===== src/rtl/mem_wb_stage_pkg.sv =====
// Shared encodings for the MEM/WB stage: widths, RV32 opcodes and load funct3 codes,
// FSM states and the destination-write decode.
package mem_wb_stage_pkg;

   localparam int CPU_DATA_BITS = 32;
   localparam int CPU_ADDR_BITS = 32;

   localparam logic [6:0] OPC_LOAD   = 7'b0000011;
   localparam logic [6:0] OPC_STORE  = 7'b0100011;
   localparam logic [6:0] OPC_OP     = 7'b0110011;
   localparam logic [6:0] OPC_OPIMM  = 7'b0010011;
   localparam logic [6:0] OPC_LUI    = 7'b0110111;
   localparam logic [6:0] OPC_AUIPC  = 7'b0010111;
   localparam logic [6:0] OPC_JAL    = 7'b1101111;
   localparam logic [6:0] OPC_JALR   = 7'b1100111;
   localparam logic [6:0] OPC_BRANCH = 7'b1100011;
   localparam logic [6:0] OPC_SYSTEM = 7'b1110011;

   localparam logic [2:0] F3_LB  = 3'b000;
   localparam logic [2:0] F3_LH  = 3'b001;
   localparam logic [2:0] F3_LW  = 3'b010;
   localparam logic [2:0] F3_LBU = 3'b100;
   localparam logic [2:0] F3_LHU = 3'b101;

   typedef enum logic [1:0] {
      ST_IDLE = 2'd0,
      ST_REQ  = 2'd1,
      ST_RESP = 2'd2
   } state_t;

   function automatic logic writes_rd(input logic [6:0] opc);
      case (opc)
         OPC_LUI, OPC_AUIPC, OPC_JAL, OPC_JALR,
         OPC_OP, OPC_OPIMM, OPC_LOAD: return 1'b1;
         default:                     return 1'b0;
      endcase
   endfunction

endpackage


===== src/rtl/mem_wb_stage_if.sv =====
// Data-cache request/response bus between the MEM/WB stage (master) and the dcache (slave).
interface mem_wb_stage_if #(
   parameter int DATA_W = 32,
   parameter int ADDR_W = 32
);
   logic              dc_req_valid;
   logic              dc_req_ready;
   logic [ADDR_W-1:0] dc_addr;
   logic [DATA_W-1:0] dc_din;
   logic [3:0]        dc_we;
   logic              dc_resp_valid;
   logic [DATA_W-1:0] dc_dout;

   modport master (
      output dc_req_valid, dc_addr, dc_din, dc_we,
      input  dc_req_ready, dc_resp_valid, dc_dout
   );

   modport slave (
      input  dc_req_valid, dc_addr, dc_din, dc_we,
      output dc_req_ready, dc_resp_valid, dc_dout
   );
endinterface


===== src/rtl/mem_wb_stage_load_extract.sv =====
// Load data extraction: selects the byte/halfword by address offset and sign- or zero-extends.
module load_extract
   import mem_wb_stage_pkg::*;
#(
   parameter int DATA_W = CPU_DATA_BITS
) (
   input  logic [DATA_W-1:0] word,
   input  logic [1:0]        offset,
   input  logic [2:0]        funct3,
   output logic [DATA_W-1:0] data
);
   logic [7:0]  byte_sel;
   logic [15:0] half_sel;

   // Halfwords ignore offset[0]: a misaligned LH reads the aligned half that contains it.
   always_comb begin
      byte_sel = word[{offset, 3'b000} +: 8];
      half_sel = offset[1] ? word[31:16] : word[15:0];
      case (funct3)
         F3_LB:   data = {{(DATA_W-8){byte_sel[7]}}, byte_sel};
         F3_LBU:  data = {{(DATA_W-8){1'b0}}, byte_sel};
         F3_LH:   data = {{(DATA_W-16){half_sel[15]}}, half_sel};
         F3_LHU:  data = {{(DATA_W-16){1'b0}}, half_sel};
         default: data = word;
      endcase
   end
endmodule


===== src/rtl/mem_wb_stage.sv =====
// MEM/WB pipeline stage: holds one instruction in the M register, runs its dcache access
// and produces the register-file write in the retire cycle.
//
//   state   | meaning
//   IDLE    | no access in flight; non-memory instruction in M retires here
//   REQ     | dcache request presented, waiting for dc_req_ready
//   RESP    | load accepted by dcache, waiting for dc_resp_valid
module mem_wb_stage
   import mem_wb_stage_pkg::*;
#(
   parameter int DATA_W = CPU_DATA_BITS,
   parameter int ADDR_W = CPU_ADDR_BITS
) (
   input  logic              clk,
   input  logic              reset,
   input  logic              ex_valid,
   output logic              ex_ready,
   input  logic [31:0]       inst_EX,
   input  logic [ADDR_W-1:0] pc_EX,
   input  logic [DATA_W-1:0] ALU,
   input  logic [DATA_W-1:0] Data_W,
   input  logic [3:0]        dcache_we,
   mem_wb_stage_if.master    dc,
   output logic              wrt_en,
   output logic [4:0]        wrt_addr,
   output logic [DATA_W-1:0] dataD,
   output logic [DATA_W-1:0] WB_data,
   output logic [DATA_W-1:0] ALU_WB
);
   state_t            state, state_nxt;
   logic              m_valid;
   logic [31:0]       m_inst;
   logic [ADDR_W-1:0] m_pc;
   logic [DATA_W-1:0] m_alu;
   logic [DATA_W-1:0] m_din;
   logic [3:0]        m_we;

   logic [6:0]        opcode;
   logic              is_load, is_store, mem_op;
   logic              retire, capture, req_valid;
   logic [ADDR_W-1:0] pc_plus4;
   logic [DATA_W-1:0] ld_data;
   logic              unused_inst_hi;

   assign opcode         = m_inst[6:0];
   assign is_load        = (opcode == OPC_LOAD);
   assign is_store       = (opcode == OPC_STORE);
   assign mem_op         = is_load || is_store;
   assign capture        = ex_valid && ex_ready;
   assign pc_plus4       = m_pc + ADDR_W'(4);
   assign unused_inst_hi = ^m_inst[31:15];

   always_ff @(posedge clk or posedge reset) begin
      if (reset) begin
         state   <= ST_IDLE;
         m_valid <= 1'b0;
         m_inst  <= '0;
         m_pc    <= '0;
         m_alu   <= '0;
         m_din   <= '0;
         m_we    <= '0;
      end else begin
         state <= state_nxt;
         if (capture) begin
            m_valid <= 1'b1;
            m_inst  <= inst_EX;
            m_pc    <= pc_EX;
            m_alu   <= ALU;
            m_din   <= Data_W;
            m_we    <= dcache_we;
         end else if (retire) begin
            m_valid <= 1'b0;
         end
      end
   end

   // Handshake inputs are only looked at in the state that expects them.
   always_comb begin
      state_nxt = state;
      retire    = 1'b0;
      req_valid = 1'b0;
      case (state)
         ST_IDLE: begin
            if (m_valid) begin
               if (mem_op) state_nxt = ST_REQ;
               else        retire    = 1'b1;
            end
         end
         ST_REQ: begin
            req_valid = 1'b1;
            if (dc.dc_req_ready) begin
               if (is_store) begin
                  retire    = 1'b1;
                  state_nxt = ST_IDLE;
               end else begin
                  state_nxt = ST_RESP;
               end
            end
         end
         ST_RESP: begin
            if (dc.dc_resp_valid) begin
               retire    = 1'b1;
               state_nxt = ST_IDLE;
            end
         end
         default: state_nxt = ST_IDLE;
      endcase
      ex_ready = retire || ((state == ST_IDLE) && !(m_valid && mem_op));
   end

   assign dc.dc_req_valid = req_valid;
   assign dc.dc_addr      = ADDR_W'(m_alu);
   assign dc.dc_din       = m_din;
   assign dc.dc_we        = is_store ? m_we : 4'b0000;

   load_extract #(.DATA_W(DATA_W)) u_load_extract (
      .word   (dc.dc_dout),
      .offset (m_alu[1:0]),
      .funct3 (m_inst[14:12]),
      .data   (ld_data)
   );

   always_comb begin
      case (opcode)
         OPC_LOAD:           dataD = ld_data;
         OPC_JAL, OPC_JALR:  dataD = DATA_W'(pc_plus4);
         default:            dataD = m_alu;
      endcase
   end

   assign wrt_en   = retire && writes_rd(opcode) && (m_inst[11:7] != 5'd0);
   assign wrt_addr = m_inst[11:7];
   assign WB_data  = dataD;
   assign ALU_WB   = m_alu;
endmodule


===== src/flat_wrapper.sv =====
// flat-port wrapper written by rule: the top's interface ports become plain ports
module mem_wb_stage_flat import mem_wb_stage_pkg::*;
#(
   parameter int DATA_W = CPU_DATA_BITS,
   parameter int ADDR_W = CPU_ADDR_BITS
)
  (clk, reset, ex_valid, ex_ready, inst_EX, pc_EX, ALU, Data_W, dcache_we, wrt_en, wrt_addr, dataD, WB_data, ALU_WB, dc_dc_req_valid, dc_dc_addr, dc_dc_din, dc_dc_we, dc_dc_req_ready, dc_dc_resp_valid, dc_dc_dout);
  mem_wb_stage_if #(.DATA_W(DATA_W), .ADDR_W(ADDR_W)) dc_i ();
  input  logic clk;
  input  logic reset;
  input  logic ex_valid;
  output logic ex_ready;
  input  logic [31:0] inst_EX;
  input  logic [ADDR_W-1:0] pc_EX;
  input  logic [DATA_W-1:0] ALU;
  input  logic [DATA_W-1:0] Data_W;
  input  logic [3:0] dcache_we;
  output logic wrt_en;
  output logic [4:0] wrt_addr;
  output logic [DATA_W-1:0] dataD;
  output logic [DATA_W-1:0] WB_data;
  output logic [DATA_W-1:0] ALU_WB;
  output wire logic [$bits(dc_i.dc_req_valid)-1:0] dc_dc_req_valid;
  output wire logic [$bits(dc_i.dc_addr)-1:0] dc_dc_addr;
  output wire logic [$bits(dc_i.dc_din)-1:0] dc_dc_din;
  output wire logic [$bits(dc_i.dc_we)-1:0] dc_dc_we;
  input wire logic [$bits(dc_i.dc_req_ready)-1:0] dc_dc_req_ready;
  input wire logic [$bits(dc_i.dc_resp_valid)-1:0] dc_dc_resp_valid;
  input wire logic [$bits(dc_i.dc_dout)-1:0] dc_dc_dout;
  assign dc_dc_req_valid = dc_i.dc_req_valid;
  assign dc_dc_addr = dc_i.dc_addr;
  assign dc_dc_din = dc_i.dc_din;
  assign dc_dc_we = dc_i.dc_we;
  assign dc_i.dc_req_ready = dc_dc_req_ready;
  assign dc_i.dc_resp_valid = dc_dc_resp_valid;
  assign dc_i.dc_dout = dc_dc_dout;
  mem_wb_stage #(.DATA_W(DATA_W), .ADDR_W(ADDR_W)) u_core (.clk(clk), .reset(reset), .ex_valid(ex_valid), .ex_ready(ex_ready), .inst_EX(inst_EX), .pc_EX(pc_EX), .ALU(ALU), .Data_W(Data_W), .dcache_we(dcache_we), .dc(dc_i), .wrt_en(wrt_en), .wrt_addr(wrt_addr), .dataD(dataD), .WB_data(WB_data), .ALU_WB(ALU_WB));
endmodule

===== config.mk =====
export PLATFORM = sky130hd
export DESIGN_NAME = mem_wb_stage_flat
export DESIGN_NICKNAME = d
export VERILOG_FILES = /design/src/rtl/mem_wb_stage_pkg.sv /design/src/rtl/mem_wb_stage_if.sv /design/src/rtl/mem_wb_stage_load_extract.sv /design/src/rtl/mem_wb_stage.sv /design/src/flat_wrapper.sv
export SDC_FILE = /design/constraint.sdc
export NUM_CORES = 1
export LEC_CHECK = 0
export CORE_MARGIN = 2
export CORE_UTILIZATION = 30
export CTS_BUF_LIST = sky130_fd_sc_hd__clkbuf_16
export CTS_CLUSTER_DIAMETER = 40
export DETAILED_ROUTE_END_ITERATION = 16
export PLACE_DENSITY = 0.64
export SYNTH_ARGS = -nofsm -noshare
export SYNTH_HDL_FRONTEND = slang
export SYNTH_SLANG_ARGS = --single-unit

===== constraint.sdc =====
create_clock -name clk -period 9.1 [get_ports clk]
set_input_delay 1.82 -clock clk [delete_from_list [all_inputs] [get_ports clk]]
set_output_delay 1.82 -clock clk [all_outputs]
set_load 0.005 [all_outputs]

==> results.md, run 1 <==
- TritonCTS built the clock tree.
- Yosys attributes the largest share of cell area to dfrtp_1, mux2_2, mux2_4, buf_4, xnor2_1.
- The cell taking the most area after synthesis is dfrtp_1.
- The average wire per cell in the routed design is 20.1 um.
- The largest net degree at the start of global routing is 117.
- The slowest cell on the critical path is a221oi_1.
- The layout has 2158 filler cells.
- The starting DRC count in detailed routing is 436.
- The final critical path time including I/O delays and setup is 6.43 ns.
- The power per cell area is 185 mW/mm^2.
- The count of cells resized by post-cts repair is 0.
- The final-report hold violation count was 0.
- The capture point of the critical path is WB_data[14].
- In this run the worst setup path begins at dc_dc_dout[23].
- The flip-flop cell with the highest count after synthesis is dfrtp_1.
- The signed area change from the synthesized netlist to the final layout is 51.5%.
- The flow ran to the end, and the final reports show no timing, DRC or antenna violations.
- The non-filler instance count after layout is 1155.
- Internal power comes to 1.35 mW.
- The required time at the endpoint of the critical path is 7.28 ns.
- The number of placement rows is 55.
- For this run, the total global-route usage over all layers was measured as 0.187.
- Summed over all failing endpoints, the final setup total negative slack is 0 ns.
- The endpoint identified for the worst register-to-register timing path is u_core.m_pc[16].
- The share of the synthesized area in the top cell type is 0.429.
- The wire length after detailed routing is 23200 um.
- The worst setup path is launched from a primary input.
- The multi-input combinational cells in the finished layout cover a total of 0.00321 mm^2.
- Derived from the worst setup path, the maximum achievable clock frequency is 155 MHz.
- In this design, the stage delay of the slowest critical-path cell is 0.86 ns.
- The synthesized netlist contains 49 unique library cells.
- The total number of vias is 5728.
- The first global-routing pass estimated 34000 um of wire.
- The overall die area is 0.0241 mm^2.
- The area of all sequential standard cells is 0.00295 mm^2.
- The relative slew slack is 0.275.
- Setup repair after global routing left no endpoint under its margin.
- For this design, the CTS-stage hold fixing added 0 buffers.
- The CTS clock-pin slew for the worst setup and hold paths is 0.07 ns.
- The number of iterations in the first detailed-routing pass is 5.
- Setup violations remaining at the end of the flow were counted as 0.
- Routability-driven placement finished with a final weighted congestion of 0.857.
- Using the TritonRoute via totals, the vias-per-cell ratio works out to 4.96.
- The pre-CTS setup slack is 2.67 ns.
- Counting tap cells, the placed design contains a total of 1121 instances.
- The die is 155 um tall.
- Port buffering added 323 buffers.
- The number of antenna-violating nets in the routed design is 0.
- The number of enable-type register cells in the synthesized netlist is 0.
- The design draws 1.93 mW.
- The placeable core region is 0.0226 mm^2.
- The worst register-to-register path begins at u_core.m_inst[2].
- The clock tree synthesis step divided the H-tree into 4 levels.
- For flop-to-flop paths, the worst setup slack is 6.26 ns.
- The number of clock buffers added by TritonCTS is 17.
- The clock network latency to the later pin of the worst-skew pair is 0.42 ns.
- The sequential fraction of the synthesis area is 0.429.
- Yosys printed 0 warnings.
- The number of nets in the final layout is 1025.
- The synthesized design contains 118 register bits.
- The fraction of final layout cells sized beyond drive strength 1 is 0.191.
- In the synthesized netlist the async set-or-reset flop fraction comes to 1.00.
- The number of slew-limit violations in the final report is 0.
- The tool flagged a number of max-cap violations equal to 0.
- The initial antenna violation count is 3.
- The type of element capturing the critical path is a primary output.
- The post-route clock skew is 0.00952 ns.
- The cell at the root of the clock tree is clkbuf_16.
- In the finished design, the share of the clock period the worst path needs comes to 0.707.
- The width of the chip is 155 um.
- The via count of the first global-routing pass is 5570.
- The number of nets produced by synthesis is 780.
- The critical path class is primary input to primary output.
- Traced cell by cell, the critical path runs through clkdlybuf4s50_1 -> mux2_2 -> a221oi_1 -> a221oi_1 -> a221o_1 -> clkdlybuf4s50_1.
- The share of total power dissipated in the clock network is 0.353.
- After global routing the overflow that remains totals 0.
- The leakage power is 4.20 nW.
- The total half-perimeter wirelength after legalization and detailed placement is 17200 um.
- The library cells used most frequently in the layout, excluding fill and tap cells, are clkdlybuf4s50_1, dfrtp_1, mux2_2.
- The initial utilization of the core area, before any placement, comes to 0.305.
- For this design the total switching power over the nets is 0.574 mW.
- The worst-case reg-to-reg path depth is 5.
- The mapped netlist covers 0.00688 mm^2.
- After detailed routing, the number of remaining DRC violations is 0.
- The transition time at the pin with the least slew margin is 1.09 ns.
- 341 I/O pins were placed.
- VDD sags by at most 0.111 mV.
- No sink is reached through more buffers than the 2 on the longest clock path.
- The critical-path maximum fanout is 6.
- The worst path arrival time is 4.61 ns.
- The sequential cell fraction of total power is 0.354.
- The combinational group share of total power is 0.293.
- In the synthesized netlist, the number of instances is 610.
- The worst-case setup margin in the final layout is 2.67 ns.
- The post-CTS setup-driven buffer insertion count is 0.
- The share of total power consumed by net switching is 0.298.
- The clock drives 118 sinks.
- The most common cell after layout, fill and taps aside is clkdlybuf4s50_1.
- The path class of the tightest hold or removal check is register to register.
- The synthesized area divided by synthesized cell count is 11.3 um^2.
## logic make-up (layout without fill, tap and decap cells)
kind of cell	count (synthesis)	count (layout)	share of synthesized area
adders and majority gates	1	1	0.00182
AOI/OAI and AO/OA	93	93	0.0957
and+or+nand+nor	134	134	0.104
buffers and inverters	113	371	0.106
muxes	123	123	0.227
xor gates and xnor gates	28	28	0.0357
DFF	118	118	0.429
other	0	2	0
## power groups by stage
stage | clock network [mW] | registers, mW | logic (mW)
after floorplan | 0 | 0.659 | 0.301
after global placement | 0 | 0.688 | 0.563
after detailed placement | 0 | 0.691 | 0.567
after CTS | 0.702 | 0.682 | 0.569
after global routing | 0.725 | 0.695 | 0.603
final | 0.680 | 0.682 | 0.564
## per-layer routing
| metal | share of wire | vias up | track usage |
|---|---|---|---|
| met3 | 0.076 | 25 | 0.0540 |
| met2 | 0.47 | 260 | 0.293 |
| met1 | 0.44 | 2786 | 0.250 |
| met4 | 0.015 | 2 | 0.0542 |
| li1 | - | 2655 | - |
| met5 | 0.00039 | - | 0 |
## area by class of cell
class                   instances  area share
diodes                          2    0.000480
clock buffers                  17      0.0408
clock inverters                15      0.0150
inverters                      12     0.00456
multi-input cells             379       0.308
flip-flops and latches        118       0.283
well taps                     285      0.0342
repair buffers                327       0.313
## critical path, delay by kind of cell
family | cells | cell delay (ns)
AOI/OAI and AO/OA | 3 | 1.52
buffers and inverters | 2 | 0.95
muxes | 1 | 0.32
## registers in the layout, summed over array words and instances (netlist names)
register          cells
u_core.ALU_WB        32
u_core.dc.dc_din     32
u_core.m_inst        15
u_core.m_pc          32
u_core.m_valid        1
u_core.m_we           4
u_core.state          2
## synthesized netlist by cell type, drive strengths merged (9+ instances only)
cell type and instances:
a21oi 22, a221o 9, buf 84, clkbuf 17, dfrtp 118, inv 12
mux2 117, nand2 44, nand3 13, nand4 9, nor2 12, nor3 15
o21ai 16, o221ai 18, xnor2 20
## per-stage QoR
stage                     hold WS, ns  cell area (um^2)   util
final                           0.502             10400  0.461
after global routing            0.516             10400  0.461
after CTS                       0.505             10400  0.461
after detailed placement        0.488              9830  0.435
after global placement          0.487              9830  0.435
after floorplan                 0.471              6880      -
## worst min path at each step
stage / cells past startpoint / to / startpoint
2_1_floorplan: 1 / u_core.m_we[3] / u_core.m_we[3]
3_3_place_gp: 1 / u_core.dc.dc_din[10] / u_core.dc.dc_din[10]
3_5_place_dp: 1 / u_core.m_we[1] / u_core.m_we[1]
4_1_cts: 1 / u_core.m_we[3] / u_core.m_we[3]
5_1_grt: 1 / u_core.dc.dc_din[17] / u_core.dc.dc_din[17]
6_report: 1 / u_core.m_we[3] / u_core.m_we[3]
No activity file was read; power rests on OpenSTA's default activity.
==> run 2, diff against run 1 <==
--- a/config.mk
+++ b/config.mk
@@ -10,7 +10,7 @@
 export CTS_BUF_LIST = sky130_fd_sc_hd__clkbuf_16
 export CTS_CLUSTER_DIAMETER = 40
 export DETAILED_ROUTE_END_ITERATION = 16
-export PLACE_DENSITY = 0.64
+export PLACE_DENSITY = 0.66
 export SYNTH_ARGS = -nofsm -noshare
 export SYNTH_HDL_FRONTEND = slang
 export SYNTH_SLANG_ARGS = --single-unit
==> constraint.sdc (replaced) <==
create_clock -name clk -period 5.72 [get_ports clk]
set_input_delay 1.144 -clock clk [delete_from_list [all_inputs] [get_ports clk]]
set_output_delay 1.144 -clock clk [all_outputs]
set_load 0.005 [all_outputs]
==> run 2 against run 1 <==
Sequential share of layout area about the same. Die area unchanged. Clock skew increased by 0.0015 ns. Cell area about the same. Routed wire length increased by 0.84%. Via count increased by 0.82%. Clock power increased by 57%. Global-route usage increased by 0.35 points. Count of clock-buffer cells in the layout unchanged. Utilization about the same.
==> results.md, run 2 (synthesis gave the netlist of run 1 again) <==
- The post-route clock skew is 0.0110 ns (+0.00146 ns).
- The total global-route track usage is 0.190 (+0.00348).
- The total half-perimeter wirelength after legalization and detailed placement is 17500 um (+1.4%).
- The cell at the root of the clock tree is clkbuf_16.
- The width of the chip is 155 um (unchanged).
- The final-report hold violation count is 0 (unchanged).
- The combinational group share of total power is 0.295 (+0.002).
- The setup total negative slack is 0 ns (unchanged).
- The number of buffers added to fix hold violations after cts is 0 (unchanged).
- The leakage power is 4.20 nW (about the same).
- The number of buffers inserted during clock tree synthesis came to 17 (unchanged).
- The depth of the CTS H-tree is 4 (unchanged).
- The number of setup violations in the final report is 0 (unchanged).
- The count of port buffers added during placement was 323 (unchanged).
- The overall die area was 0.0241 mm^2 (unchanged).
- The net switching component of the power is 0.909 mW (+58%).
- The worst hold path belongs to the class register to register.
- The share of the clock period used by the worst path after layout is 0.815.
- The largest net degree at the start of global routing is 117 (unchanged).
- The worst setup path is captured at a primary output.
- The final routed DRC violation total came to 0 (unchanged).
- The maximum count of clock buffers along a single path was 2 (unchanged).
- The total number of vias is 5775 (+0.82%).
- The critical path class is primary input to primary output.
- The detailed-route vias per instance was 4.99 (+0.56%).
- TritonCTS built the clock tree.
- The post-CTS setup-driven buffer insertion count was 0 (unchanged).
- The I/O pin total is 341 (unchanged).
- The wire length after detailed routing came to 23400 um (+0.84%).
- The kind of start point of the critical path is a primary input.
- The chip height is 155 um (unchanged).
- The signed area change from the synthesized netlist to the final layout is 51.5% (about the same).
- The starting density of the core is 0.305 (unchanged).
- The max-cap check violation count is 0 (unchanged).
- The worst path arrival time is 3.52 ns (-1.09 ns).
- The share of total power consumed by net switching is 0.298 (-0.000486).
- The CTS sink count was 118 (unchanged).
- The worst hold slack is 0.501 ns (-0.000143 ns).
- The number of nets in the final layout is 1027 (+0.20%).
- The required time at the endpoint of the critical path is 4.58 ns (-2.70 ns).
- The via count of the first global-routing pass is 5779 (+3.8%).
- The transition time at the pin with the least slew margin is 1.06 ns (-0.0318 ns).
- The total global routing overflow is 0 (unchanged).
- The critical-path maximum fanout is 17 (+11).
- The post-route cell area is 0.0104 mm^2 (about the same).
- The filler cell count is 2142 (-0.74%).
- The number of placement rows is 55 (unchanged).
- The peak supply drop is 0.184 mV (+67%).
- The fraction of final layout cells sized beyond drive strength 1 came to 0.193 (+0.00186).
- The power per cell area came to 293 mW/mm^2 (+58%).
- The total chip power is 3.05 mW (+58%).
- The count of cells resized by post-cts repair is 0 (unchanged).
- The average wire per cell in the routed design is 20.2 um (+0.58%).
- The placeable core region is 0.0226 mm^2 (unchanged).
- The relative slew slack came to 0.297 (+0.0212).
- The initial antenna violation count is 3 (unchanged).
- The run finished with clean final reports.
- The routability-driven placement congestion ratio is 0.855 (-0.20%).
- The CTS clock-pin slew for the worst setup and hold paths is 0.06 ns (about the same).
- The internal power came to 2.14 mW (+59%).
- The sequential cell fraction of total power is 0.356 (+0.002).
- The clock network fraction of total power is 0.349 (-0.004).
- The number of slew-limit violations in the final report is 0 (unchanged).
- Setup repair after global routing left no endpoint under its margin.
- The clock network latency to the later pin of the worst-skew pair is 0.42 ns (about the same).
- The starting DRC count in detailed routing is 385 (-12%).
- The top cell types in the final layout, fill and taps aside, are clkdlybuf4s50_1, dfrtp_1, mux2_2.
- The number of antenna-violating nets in the routed design is 0 (unchanged).
- The maximum frequency from static timing analysis is 214 MHz.
- The first-pass GRT wire length is 34700 um (+2.0%).
- The most common cell after layout, fill and taps aside is clkdlybuf4s50_1.
- The final critical path time including I/O delays and setup is 4.66 ns.
- The cell area after placement is 0.00984 mm^2 (+0.15%).
- The number of iterations in the first detailed-routing pass is 6 (+1).
## run 2: per-stage QoR
step | setup slack [ns] | std cells | util
2_1_floorplan | 1.45 | 610 | -
5_1_grt | 0.903 | 1156 | 0.461
4_1_cts | 1.06 | 1155 | 0.461
3_3_place_gp | 1.08 | 1123 | 0.436
6_report | 1.06 | 1158 | 0.462
3_5_place_dp | 1.11 | 1123 | 0.436
## run 2: layout make-up
| type | count | area, um^2 | area share |
|---|---|---|---|
| clock buffers | 17 | 425 | 0.0408 |
| well taps | 285 | 357 | 0.0342 |
| flip-flops and latches | 118 | 2950 | 0.283 |
| repair buffers | 329 | 3280 | 0.315 |
| inverters | 12 | 47.5 | 0.00456 |
| diodes | 3 | 7.51 | 0.000720 |
| multi-input cells | 379 | 3210 | 0.308 |
| clock inverters | 15 | 144 | 0.0138 |
## run 2: final timing paths
path | from | end | slack [ns] | cells after the start
worst max-delay path | dc_dc_dout[7] | dataD[15] | 1.06 | 7
worst min-delay path | u_core.m_we[2] | u_core.m_we[2] | 0.50 | 1
worst max register to register | u_core.m_inst[2] | u_core.m_pc[30] | 2.88 | 5
worst min register to register | u_core.m_we[2] | u_core.m_we[2] | 0.50 | 1
max in group asynchronous | reset | u_core.m_pc[11] | 3.44 | 3
min in group asynchronous | reset | u_core.dc.dc_din[22] | 1.25 | 2
## run 2: critical path, cell delays in order
cell and delay [ns]:
clkdlybuf4s50_1 0.54, mux2_2 0.20, a21oi_1 0.06, nand2_1 0.08, nand2_1 0.36, o221ai_1 0.53
clkdlybuf4s50_1 0.59
## run 2: power by group through the flow
stage | Clock (mW) | Sequential, mW | Combinational (mW)
floorplan | 0 | 1.05 | 0.479
CTS | 1.09 | 1.08 | 0.912
detailed placement | 0 | 1.10 | 0.908
finish | 1.07 | 1.09 | 0.901
global placement | 0 | 1.09 | 0.900
global route | 1.13 | 1.10 | 0.968
## run 2: routing by layer
| metal | track usage | vias up | wire length (um) |
|---|---|---|---|
| met3 | 0.0565 | 28 | 2020 |
| met2 | 0.303 | 280 | 11100 |
| met5 | 0 | - | 0 |
| li1 | - | 2659 | - |
| met4 | 0.0607 | 0 | 491 |
| met1 | 0.248 | 2808 | 9860 |
